### src/rtl/keypad_scan.sv
// 4x4 matrix keypad scanner with debounce; emits one hex code per accepted press.
// Columns are driven active-low one at a time; rows are read back through a 2-flop synchronizer.
module keypad_scan #(
    parameter int SCAN_DIV        = 48000,
    parameter int DEBOUNCE_CYCLES = 960000
) (
    input  logic       clk,
    input  logic       reset,
    input  logic [3:0] rows,
    output logic [3:0] cols,
    output logic [3:0] key,
    output logic       key_valid,
    output logic       key_held
);

    localparam int DIV_W = $clog2(SCAN_DIV);
    localparam int DB_W  = $clog2(DEBOUNCE_CYCLES);
    localparam logic [DIV_W-1:0] DIV_LAST = DIV_W'(SCAN_DIV - 1);
    localparam logic [DB_W-1:0]  DB_LAST  = DB_W'(DEBOUNCE_CYCLES - 1);

    typedef enum logic [1:0] {SCAN, PRESS_DB, HELD, REL_DB} state_t;

    state_t           state;
    logic [3:0]       rs_meta;
    logic [3:0]       rs;
    logic [3:0]       latched;
    logic [DIV_W-1:0] div;
    logic [DB_W-1:0]  db;
    logic [3:0]       next_cols;

    function automatic logic one_low(input logic [3:0] p);
        return (p == 4'b1110) || (p == 4'b1101) || (p == 4'b1011) || (p == 4'b0111);
    endfunction

    function automatic logic [1:0] low_index(input logic [3:0] p);
        case (p)
            4'b1110: return 2'd0;
            4'b1101: return 2'd1;
            4'b1011: return 2'd2;
            default: return 2'd3;
        endcase
    endfunction

    function automatic logic [3:0] key_map(input logic [1:0] r, input logic [1:0] c);
        case ({r, c})
            4'h0: return 4'h1;
            4'h1: return 4'h2;
            4'h2: return 4'h3;
            4'h3: return 4'hA;
            4'h4: return 4'h4;
            4'h5: return 4'h5;
            4'h6: return 4'h6;
            4'h7: return 4'hB;
            4'h8: return 4'h7;
            4'h9: return 4'h8;
            4'hA: return 4'h9;
            4'hB: return 4'hC;
            4'hC: return 4'hE;
            4'hD: return 4'h0;
            4'hE: return 4'hF;
            default: return 4'hD;
        endcase
    endfunction

    // Rotating the active-low column pattern left walks the scan 0,1,2,3,0.
    assign next_cols = {cols[2:0], cols[3]};

    always_ff @(posedge clk) begin
        rs_meta <= rows;
        rs      <= rs_meta;
    end

    always_ff @(posedge clk) begin
        if (reset) begin
            state     <= SCAN;
            cols      <= 4'b1110;
            key       <= 4'h0;
            key_valid <= 1'b0;
            key_held  <= 1'b0;
            div       <= '0;
            db        <= '0;
            latched   <= 4'hF;
        end else begin
            key_valid <= 1'b0;
            case (state)
                SCAN: begin
                    if (div == DIV_LAST) begin
                        div <= '0;
                        if (one_low(rs)) begin
                            latched <= rs;
                            db      <= '0;
                            state   <= PRESS_DB;
                        end else begin
                            cols <= next_cols;
                        end
                    end else begin
                        div <= div + 1'b1;
                    end
                end
                PRESS_DB: begin
                    if (rs != latched) begin
                        div   <= '0;
                        cols  <= next_cols;
                        state <= SCAN;
                    end else if (db == DB_LAST) begin
                        key       <= key_map(low_index(latched), low_index(cols));
                        key_valid <= 1'b1;
                        key_held  <= 1'b1;
                        db        <= '0;
                        state     <= HELD;
                    end else begin
                        db <= db + 1'b1;
                    end
                end
                HELD: begin
                    if (rs == 4'hF) begin
                        db    <= '0;
                        state <= REL_DB;
                    end
                end
                REL_DB: begin
                    // Any low row during release debounce is a bounce, not a new press.
                    if (rs != 4'hF) begin
                        db    <= '0;
                        state <= HELD;
                    end else if (db == DB_LAST) begin
                        key_held <= 1'b0;
                        div      <= '0;
                        db       <= '0;
                        cols     <= next_cols;
                        state    <= SCAN;
                    end else begin
                        db <= db + 1'b1;
                    end
                end
                default: state <= SCAN;
            endcase
        end
    end

endmodule
### config.mk
export PLATFORM = sky130hd
export DESIGN_NAME = keypad_scan
export DESIGN_NICKNAME = d
export VERILOG_FILES = /design/src/rtl/keypad_scan.sv
export SDC_FILE = /design/constraint.sdc
export NUM_CORES = 1
export LEC_CHECK = 0
export CORE_ASPECT_RATIO = 0.75
export CORE_MARGIN = 5
export CORE_UTILIZATION = 60
export DETAILED_ROUTE_END_ITERATION = 12
export GPL_TIMING_DRIVEN = 0
export PLACE_DENSITY = 0.8
export SETUP_SLACK_MARGIN = 0.05
export SLEW_MARGIN = 10
export SYNTH_ARGS = -nofsm -noshare
export SYNTH_HDL_FRONTEND = slang
export SYNTH_SLANG_ARGS = --single-unit
### constraint.sdc
create_clock -name clk -period 5.55 [get_ports clk]
set_input_delay 1.11 -clock clk [delete_from_list [all_inputs] [get_ports clk]]
set_output_delay 1.11 -clock clk [all_outputs]
set_load 0.01 [all_outputs]
; ---- Yosys cells after proc, flatten, opt, wreduce, memory -nomap -nowiden
; Memory sizes are Yosys's and may differ from the RTL's. A register that Yosys moved wholly into a read port is not among the register bits.
; Cells that the tools add are included.
[word_totals]
ff_bits = 56
romBits = 64
in_bits = 6
out_inout_bits = 10
wordCells = 99
mem_count = 1
[memory_table]
columns = name, words, word_bits, read_ports, rd_ports_with_merged_regs, write_ports, line
row1 = (no name shown), 16, 4, 1, 1, 0, 45  ; case ({r, c})
[classes]
add_sub_neg = 2
n_eq_ne = 29
mux = 42
bitwise_logic = 2
reduce_logical = 14
[ops]
columns = op, count
row1 = $mux 20, 6
row2 = $pmux 20 s4, 1
row3 = $mux 16, 4
row4 = $pmux 16 s3, 1
row5 = $eq 4x4->1 const B, 10
row6 = $mux 2, 15
row7 = $add 20x1->20 const B, 1
row8 = $eq 20x20->1 const B, 1
row9 = $mux 4, 5
row10 = $ne 2x2->1 const B, 9
row11 = $add 16x1->16 const B, 1
row12 = $eq 16x16->1 const B, 1
row13 = $pmux 2 s3, 2
row14 = $pmux 4 s3, 1
row15 = $reduce_and 5->1, 2
row16 = $pmux 2 s4, 1
row17 = $reduce_and 4->1, 2
row18 = $ne 3x3->1 const B, 2
row19 = $reduce_and 3->1, 2
row20 = $reduce_and 6->1, 1
row21 = $mux 1, 5
row22 = $eq 2x2->1 const B, 2
row23 = $eq 4x3->1 const B, 1
row24 = $ne 4x4->1, 1
row25 = other kinds (9), 12

; ---- Depth between registers and ports, before layout
; Gate-level depths: netlist (run 1).
[depth]
depth_word = 7
mapped_depth = 10
ltp_nobuf = 8

; ---- Worst setup path before layout (run 1)
; OpenSTA, ideal clock, no wires.
[synth_path]
path_kind = register to register
start = reg db[0]
end = reg cols[1]
setup_ps = 122
arrival_time_ps = 2061
t_required_ps = 5428
path_slack_ps = 3367
stages_incl_launch_ff = 11
path_buffers = 3
period_less_slack_ps = 2183
cell_sequence = dfxtp_1 > ha_1 > and3_1 > buf_4 > nand3_4 > o311a_1 > buf_6 > or2_1 > buf_6 > a21o_4 > mux2i_1
[synth_via]
elab_chain_cells = 3
[synth_rtl]
columns = element, line
row1 = from (decl), 28  ; logic [DB_W-1:0] db;
row2 = from (signal assigned), 112  ; db <= db + 1'b1;
row3 = from (signal assigned), 133  ; db <= db + 1'b1;
row4 = $eq 20x20->1, 126  ; end else if (db == DB_LAST) begin
row5 = $ne 2x2->1 (no line), n/a
row6 = $reduce_and 6->1 (no line), n/a
row7 = to (signal assigned), 94  ; cols <= next_cols;
row8 = to (signal assigned), 103  ; cols <= next_cols;
row9 = to (signal assigned), 130  ; cols <= next_cols;
row10 = to (decl), 10  ; output logic [3:0] cols,
; Every way passes these cells.
; A chain may end at the register's enable or synchronous reset.

; ---- Worst setup path after layout (run 1)
[layout_path]
start = reg div[0]
end = reg db[11]
[layout_via]
elab_chain_cells = 3
[layout_rtl]
columns = element, line
row1 = from (decl), 27  ; logic [DIV_W-1:0] div;
row2 = from (signal assigned), 97  ; div <= div + 1'b1;
row3 = $eq 16x16->1, 87  ; if (div == DIV_LAST) begin
row4 = $ne 2x2->1 (no line), n/a
row5 = $reduce_and 4->1 (no line), n/a
; Every way passes these cells.

==> flow_summary.yaml, run 1 <==
synthesis:
  syn_nets: 390
  synthAdderAreaFrac_pct: 1.573
  async_flop_share_pct: 0
  synth_compound_area_share_pct: 17.81
  netlist_area_um2: 3182
  syn_inst: 380
  seq_area_frac_synth_pct: 37.75
  synth_xor_area_share_pct: 4.129
  synth_ff_type: "dfxtp_1"
  synth_cell_type_count: 56
  yosysWarnings: 0
  syn_avg_cell_area_um2: 8.373
  yosys.area_share.simple_pct: 31.46
  synth_mux_area_share_pct: 2.202
  synth_edf_count: 0
  synth_top_family_by_area: "simple AND/OR/NAND/NOR gates"
  ys_ff_latch: 60
power_and_ir_drop:
  p_leak_nw: 1.288
  ir_drop_v: 0.0001404
  power-per-cell-area_nw_per_um2: 248.2
detailed_routing:
  via_count: 2948
  first_iter_violations: 289
  ant_nets: 0
  dr.pass1.iters: 5
  wl_per_cell_um: 15.50
  drc_errors: 0
  routed_wl_um: 7534
  vias_per_cell: 6.066
finish:
  layout.nets: 416
  syn_to_final_growth_pct: 14.47
  antenna_cells: 0
  stdcell_area_um2: 3642
  drive_gt1_share_pct: 9.732
hold_path:
  min-delay-start: "rs_meta[1]"
  hold_path_class: "flip-flop to flip-flop"
placed_design:
  port_buffers: 15
  gp_congestion: 0.8718
  post-dp-hpwl_um: 5133
  dpl_cell_area_um2: 3426
die:
  initial_utilization_pct: 60.75
  design.die.area_um2: 6874
  die_w_um: 94.09
  ioPinCount: 16
  die_y_um: 73.07
  fp.coreArea_um2: 5238
  num_rows: 23
timing:
  hold_viol: 0
  skew_ns: 0.008278
  relSlewSlack_pct: 48.07
  drv_slew: 0
  fin_crit_sh_pct: 49.49
  worst_pin_slew_ns: 0.7743
  finalSetupViolCount: 0
  rsz0062_at_grt: "false"
  min_period_ns: 2.747
  finalSetupTns_ns: 0
  fmax_ghz: 0.3641
worst_setup_path:
  r2r_slack_ns: 2.80
  crit_path_start: "div[0]"
  critPathSlowestCell: "nor4_2"
  max_stage_delay_ns: 0.53
  crit_path_end_kind: "flip-flop"
  worstSetupPathType: "flip-flop to flip-flop"
  critPathRequiredTime_ns: 5.77
  crit_chain: "ha_1 > nand4b_1 > nor4_2 > nand2b_1 > nand3_1 > clkbuf_1 > o21ai_0 > a21oi_1"
  startpoint_type: "flip-flop"
  timing.rr.start: "div[0]"
  cp_data_arrival_time_ns: 2.97
  cp_max_fo: 10
grt:
  grt_pass1_wl_um: 12750
  grt.overflow.total: 0
  grt_max_degree: 11
  antenna_found_initial: 0
  grtUsageMet2_pct: 37.06
  grt_util_met3_pct: 7.423
  use_met1_pct: 30.80
  busiest_layer: "met2"
  grt_pass1_vias: 2717
  grtUsageTotal_pct: 23.72
cts:
  cts_hold_buf: 0
  cts-root-buf: "clkbuf_8"
  cts_resized: 0
  clock-sinks: 60
  clk_pin_slew_ns: 0.07
  cts-buffers-inserted: 9
  cts_setup_buffers: 0
  cts_tree: "yes"
  cts_max_path_buffers: 2
  clock_latency_ns: 0.35
  cts_max_level: 3
job:
  drv_cap: 0
outcome:
  status: "finished clean"
-- critical path, delay by kind of cell (launching register included) --
kind	cells	cell delay, ns
simple gates	4	1.18
compound gates	2	0.42
flops	1	0.42
fa+ha+maj	1	0.32
buf+inv	1	0.26
-- stage by stage --
stage	cells	hold slack [ns]	setup WS (ns)	power (mW)	util (%)
floorplan	380	0.3096	3.367	0.4667	-
global placement	470	0.3099	2.740	0.4757	65.41
detailed placement	470	0.3136	2.719	0.4766	65.41
CTS	486	0.3290	2.905	0.9081	69.54
global route	486	0.3367	2.605	0.9318	69.54
finish	486	0.3274	2.803	0.9038	69.54
-- power breakdown --
group | internal, mW | total (mW) | switching, mW | leakage [nW]
sequential | 0.436 | 0.439 | 0.00391 | 0.487
combinational | 0.0112 | 0.0277 | 0.0165 | 0.688
clock | 0.263 | 0.437 | 0.174 | 0.113
total | 0.709 | 0.904 | 0.194 | 1.29
-- state kept, by name, indices dropped and copies added, names as in the netlist --
name / flops
state: 2
key: 4
rs: 4
cols: 4
key_held: 1
key_valid: 1
div: 16
rs_meta: 4
db: 20
latched: 4
-- synthesized netlist by cell type (all sizes together) (6+ instances only) --
cell     n  area, um2
dfxtp   60       1201
a21oi   45      225.2
nor2    37      138.9
o21ai   28      140.1
nand3   25      137.6
nand2   23      86.33
clkbuf  12      65.07
and3    10      65.06
nand4b   9      78.83
nor2b    9      56.30
or3      9      58.80
xnor2    9      78.83
buf      8      63.80
nor4     8      71.32
mux2i    7      70.07
nor3     7      35.03
inv      6      22.52
nand3b   6      45.04
xor2     6      52.55
-- cell usage in the layout (no fill, tap or decap), types with 6 or more instances in the layout --
cell / Yosys / final
nor2b_1: 9 / 9
xnor2_1: 9 / 9
mux2i_1: 7 / 7
clkbuf_8: 2 / 12
o21ai_0: 27 / 27
inv_1: 6 / 6
dfxtp_1: 60 / 60
clkbuf_1: 10 / 11
and3_1: 8 / 8
nor2_1: 37 / 37
nand2_1: 23 / 23
nor3_1: 7 / 7
nand4b_1: 9 / 9
nand3_1: 24 / 24
nor4_1: 6 / 6
a21oi_1: 45 / 45
xor2_1: 6 / 6
clkdlybuf4s50_1: 0 / 15
nand3b_1: 6 / 6
or3_1: 7 / 7
-- kinds of logic after synthesis --
family                     after synthesis
xor gates and xnor gates                15
adders and majority gates                4
and+or+nand+nor                        172
buffers and inverters                   27
DFF                                     60
muxes                                    7
AOI/OAI and AO/OA                       95
-- metal layers --
layer,wire length [um],part of all wire [%],vias to the layer above
li1,-,-,1440
met2,3341,44,114
met5,0,0,-
met4,146,1.9,0
met1,3513,47,1378
met3,532,7.1,16
-- final timing paths --
kind,endpoint,depth (start not counted)
setup / recovery,db[11],8
hold / removal,rs[1],0
setup reg to reg,db[11],8
hold reg to reg,rs[1],0
-- cell type report --
type | count | area (um2)
clock inverters | 5 | 75.07
inverters | 6 | 22.52
well taps | 75 | 93.84
plain buffers | 21 | 138.9
repair buffers | 15 | 150.1
fillers | 441 | 1595
clock buffers | 11 | 141.4
multi-input cells | 293 | 1819
flip-flops and latches | 60 | 1201
(Power assumes the default switching activity.)
==> run 2: changes to the inputs <==
Clock period 5.55 ns to 2.7 ns, I/O delays scaled along.
==> run 2 against run 1 <==
Compared with the run above: clock-buffer cell count did not move; power grew 110%; sequential power up 110%; worst setup slack worse by 2.7 ns; routed wire length rose by 1.7%.
==> flow_summary.yaml, run 2 (synthesized netlist as in run 1, its figures left out) <==
outcome:
  status: "finished clean"
timing:
  finalSetupTns_ns: 0
  drv_slew: 0
  timing.hold.ws_ns: 0.3274
  skew_ns: 0.008130
  rsz0062_at_grt: "false"
  worst_slack_ns: 0.1234
  hold_viol: 0
  fmax_ghz: 0.3881
  relSlewSlack_pct: 62.45
  fin_crit_sh_pct: 95.43
  min_period_ns: 2.577
  worst_pin_slew_ns: 0.5633
  finalSetupViolCount: 0
power_and_ir_drop:
  ir_drop_v: 0.0002879
  power-per-cell-area_nw_per_um2: 503.1
  p_leak_nw: 1.324
grt:
  grt_pass1_vias: 2717
  busiest_layer: "met2"
  use_met1_pct: 30.80
  grt_max_degree: 11
  grt.overflow.total: 0
  grtUsageTotal_pct: 23.72
  grt_util_met3_pct: 7.423
  grtUsageMet2_pct: 37.06
  grt_pass1_wl_um: 12750
  antenna_found_initial: 0
finish:
  layout_common_cells: "dfxtp_1, a21oi_1, nor2_1"
  drive_gt1_share_pct: 10.87
  final_util_pct: 70.38
  largest-register: "db"
  layout.nets: 419
  largest_register_ffs: 20
  syn_to_final_growth_pct: 15.85
  final_cells: 489
  top_regs: "db: 20 flops, div: 16 flops"
  final_common_cell: "dfxtp_1"
  antenna_cells: 0
die:
  fp.coreArea_um2: 5238
  initial_utilization_pct: 60.75
  die_w_um: 94.09
  die_y_um: 73.07
  design.die.area_um2: 6874
  num_rows: 23
  ioPinCount: 16
cts:
  clk_pin_slew_ns: 0.07
  clock_latency_ns: 0.35
  cts-buffers-inserted: 9
  cts_max_level: 3
  cts_tree: "yes"
  cts_max_path_buffers: 2
  cts-root-buf: "clkbuf_8"
  cts_hold_buf: 0
  clock-sinks: 60
worst_setup_path:
  cp_data_arrival_time_ns: 2.80
  startpoint_type: "flip-flop"
  crit_path_end_kind: "flip-flop"
  worstSetupPathType: "flip-flop to flip-flop"
  cp_max_fo: 10
  critPathRequiredTime_ns: 2.92
detailed_routing:
  routed_wl_um: 7663
  dr.pass1.iters: 5
  drc_errors: 0
  ant_nets: 0
  first_iter_violations: 242
  wl_per_cell_um: 15.67
  vias_per_cell: 6.133
  via_count: 2999
job:
  drv_cap: 0
placed_design:
  post-dp-hpwl_um: 5133
  port_buffers: 15
  gp_congestion: 0.8718
  pre_cts_ws_ns: 0.08623
  dp_cells: 470
hold_path:
  hold_path_class: "flip-flop to flip-flop"
run 2: where the power goes:
| part | leakage (nW) | switching, mW | internal (mW) |
|---|---|---|---|
| Combinational | 0.724 | 0.0342 | 0.0230 |
| Clock | 0.113 | 0.354 | 0.540 |
| Sequential | 0.487 | 0.00787 | 0.895 |
run 2: timing repair:
action | CTS | global route
gates resized for setup | 0 | 5
endpoints found under the hold margin | 0 | 0
endpoints found under the setup margin | 0 | 21
setup buffers | 0 | 3
run 2: per-layer routing:
layer  vias to the layer above  wire length, um  part of all wire (%)
met5                         -                0                     0
met4                         0              129                   1.7
met3                        15              621                   8.1
met2                       130             3463                    45
met1                      1414             3449                    45
li1                       1440                -                     -
run 2: critical path, stage by stage, from the launching register on:
cell and delay, ns:
dfxtp_1 0.42, ha_1 0.32, nand4b_1 0.21, nor4_4 0.41
nand2b_2 0.27, nand3_1 0.14, clkbuf_1 0.26, o21ai_0 0.32
a21oi_1 0.10
run 2: cell type report:
type	count	area, um2
Buffer	21	140.1
Tap cell	75	93.84
Multi-Input combinational cell	293	1839
Clock inverter	5	75.07
Timing Repair Buffer	18	172.7
Fill cell	441	1551
Clock buffer	11	141.4
Inverter	6	22.52
Sequential cell	60	1201
run 2: through the flow:
| stage | cell area, um2 | total power, mW |
|---|---|---|
| finish | 3686 | 1.855 |
| global placement | 3426 | 0.9778 |
| floorplan | 3182 | 0.9593 |
| global route | 3686 | 1.914 |
| CTS | 3642 | 1.867 |
| detailed placement | 3426 | 0.9796 |
run 2: final timing paths:
path	end	slack, ns	startpoint	cells past startpoint
worst max-delay path	db[11]	0.12	div[0]	8
worst min-delay path	rs[1]	0.33	rs_meta[1]	0
worst max register to register	db[11]	0.12	div[0]	8
worst min register to register	rs[1]	0.33	rs_meta[1]	0
==> run 3: changes to the inputs <==
Settings changed: SETUP_SLACK_MARGIN 0.05 to 0.4.
==> run 3 against run 2 <==
Compared with the run above: power up 0.90%; worst hold slack about the same; first-iteration DRC count decreased by 2.1%; critical endpoint is now cols[2]; largest cell class unchanged; largest power group unchanged.
==> flow_summary.yaml, run 3 (synthesized netlist as in run 1, its figures left out) <==
power_and_ir_drop:
  swShare_pct: 21.87
  ir_drop_v: 0.0002903
  p_leak_nw: 1.386
  seq_power_share_pct: 48.3
  power-per-cell-area_nw_per_um2: 486.8
  clockPowerShare_pct: 48.3
  comb_power_share_pct: 3.4
  p_switching_mw: 0.4092
  internal-power_mw: 1.462
  total_power_mw: 1.871
worst_setup_path:
  cp_data_arrival_time_ns: 2.45
  startpoint_type: "flip-flop"
  timing.rr.start: "db[1]"
  r2r-end: "cols[2]"
  cp_max_fo: 8
  critPathSlowestCell: "dfxtp_2"
  crit_path_end_kind: "flip-flop"
  crit_top_cell: "buf_6"
  crit_buf_inv: 3
  reg2regPathDepth: 10
  max_stage_delay_ns: 0.38
  critPathTopFamily: "compound AO/OA/AOI/OAI gates"
  worstSetupPathType: "flip-flop to flip-flop"
  r2r_slack_ns: 0.48
  crit_chain: "ha_4 > and3_4 > buf_6 > nand3_4 > o311a_1 > buf_6 > or2_1 > buf_6 > a21o_4 > mux2i_2"
  critPathRequiredTime_ns: 2.93
finish:
  largest_register_ffs: 20
  seq_area_um2: 1209
  drive_gt1_share_pct: 16.59
  syn_to_final_growth_pct: 20.80
  largest-register: "db"
  multi_input_area_um2: 1917
  layout_common_cells: "dfxtp_1, a21oi_1, nor2_1"
  layout.nets: 427
  final_common_cell: "dfxtp_1"
  fillers: 408
  antenna_cells: 0
  top_regs: "db: 20 flops, div: 16 flops"
  final_cells: 497
hold_path:
  hold_path_class: "flip-flop to flip-flop"
  holdPathEnd: "rs[1]"
  hold_depth: 0
  min-delay-start: "rs_meta[1]"
timing:
  finalSetupViolCount: 0
  rsz0062_at_grt: "true"
  drv_slew: 0
  worst_pin_slew_ns: 0.5808
  fmax_ghz: 0.4507
  min_period_ns: 2.219
  skew_ns: 0.008489
  finalSetupTns_ns: 0
  relSlewSlack_pct: 61.14
  timing.hold.ws_ns: 0.3276
  hold_viol: 0
  fin_crit_sh_pct: 82.18
die:
  ioPinCount: 16
  die_y_um: 73.07
  design.die.area_um2: 6874
  initial_utilization_pct: 60.75
  die_w_um: 94.09
  num_rows: 23
  fp.coreArea_um2: 5238
grt:
  antenna_found_initial: 0
  grt_max_degree: 11
  grtUsageTotal_pct: 24.36
  grt_pass1_wl_um: 13080
  grt_pass1_vias: 2752
  grt.overflow.total: 0
outcome:
  status: "finished clean"
placed_design:
  dp_cells: 470
  gp_congestion: 0.8718
  port_buffers: 15
  post-dp-hpwl_um: 5133
detailed_routing:
  vias_per_cell: 6.091
  drc_errors: 0
  via_count: 3027
  dr.pass1.iters: 5
  first_iter_violations: 237
  wl_per_cell_um: 15.94
  ant_nets: 0
  routed_wl_um: 7921
job:
  drv_cap: 0
cts:
  cts-buffers-inserted: 9
  cts-root-buf: "clkbuf_8"
  cts_hold_buf: 0
  clock_latency_ns: 0.35
  cts_max_path_buffers: 2
  clock-sinks: 60
  cts_tree: "yes"
  clk_pin_slew_ns: 0.06
  cts_max_level: 3
run 3: cell count changes in the layout (fill, tap and decap cells not counted), moves of 2 or more:
| cell | delta |
|---|---|
| clkbuf_1 | -5 |
| buf_4 | +8 |
| ha_1 | -2 |
| dfxtp_1 | -4 |
| ha_4 | +2 |
| clkbuf_2 | +5 |
| dfxtp_2 | +3 |
run 3: timing repair:
item | 4_1_cts | 5_1_grt
resized for setup | 13 | 23
setup buffers | 1 | 10
pin swaps | 2 | 4
setup endpoints to repair | 38 | 41
run 3: power groups by stage:
stage	Clock (mW)	Combinational, mW	Sequential [mW]
CTS	0.907	0.0577	0.903
global route	0.949	0.0693	0.905
global placement	0	0.0552	0.923
floorplan	0	0.0382	0.921
finish	0.903	0.0638	0.904
detailed placement	0	0.0567	0.923
run 3: worst max path at each step:
| stage | startpoint | to | slack (ns) | cells after the start |
|---|---|---|---|---|
| 2_1_floorplan | db[0] | cols[1] | 0.52 | 10 |
| 3_3_place_gp | db[0] | db[14] | 0.11 | 9 |
| 3_5_place_dp | db[0] | db[8] | 0.09 | 9 |
| 4_1_cts | div[0] | db[11] | 0.39 | 8 |
| 5_1_grt | db[2] | db[17] | 0.39 | 8 |
| 6_report | db[1] | cols[2] | 0.48 | 10 |
run 3: stage by stage:
step / utilization (%) / instance area [um2] / worst slack [ns]
floorplan: - / 3182 / 0.5171
global placement: 65.41 / 3426 / 0.1052
detailed placement: 65.41 / 3426 / 0.08623
CTS: 70.69 / 3702 / 0.3876
global route: 73.39 / 3844 / 0.3921
finish: 73.39 / 3844 / 0.4812
run 3: area by class of cell:
type	instances	area share, %
clock inverter	5	1.953
multi-input combinational	293	49.87
sequential	60	31.45
inverter	6	0.5859
tap	75	2.441
timing repair buffer	26	6.055
clock buffer	11	3.678
buffer	21	3.971
run 3: routing by layer:
metal | track usage, % | wire length [um] | vias to the layer above
li1 | - | - | 1458
met1 | 31.76 | 3626 | 1425
met2 | 37.61 | 3556 | 122
met3 | 7.629 | 531 | 22
met4 | 9.936 | 207 | 0
met5 | 0 | 0 | -
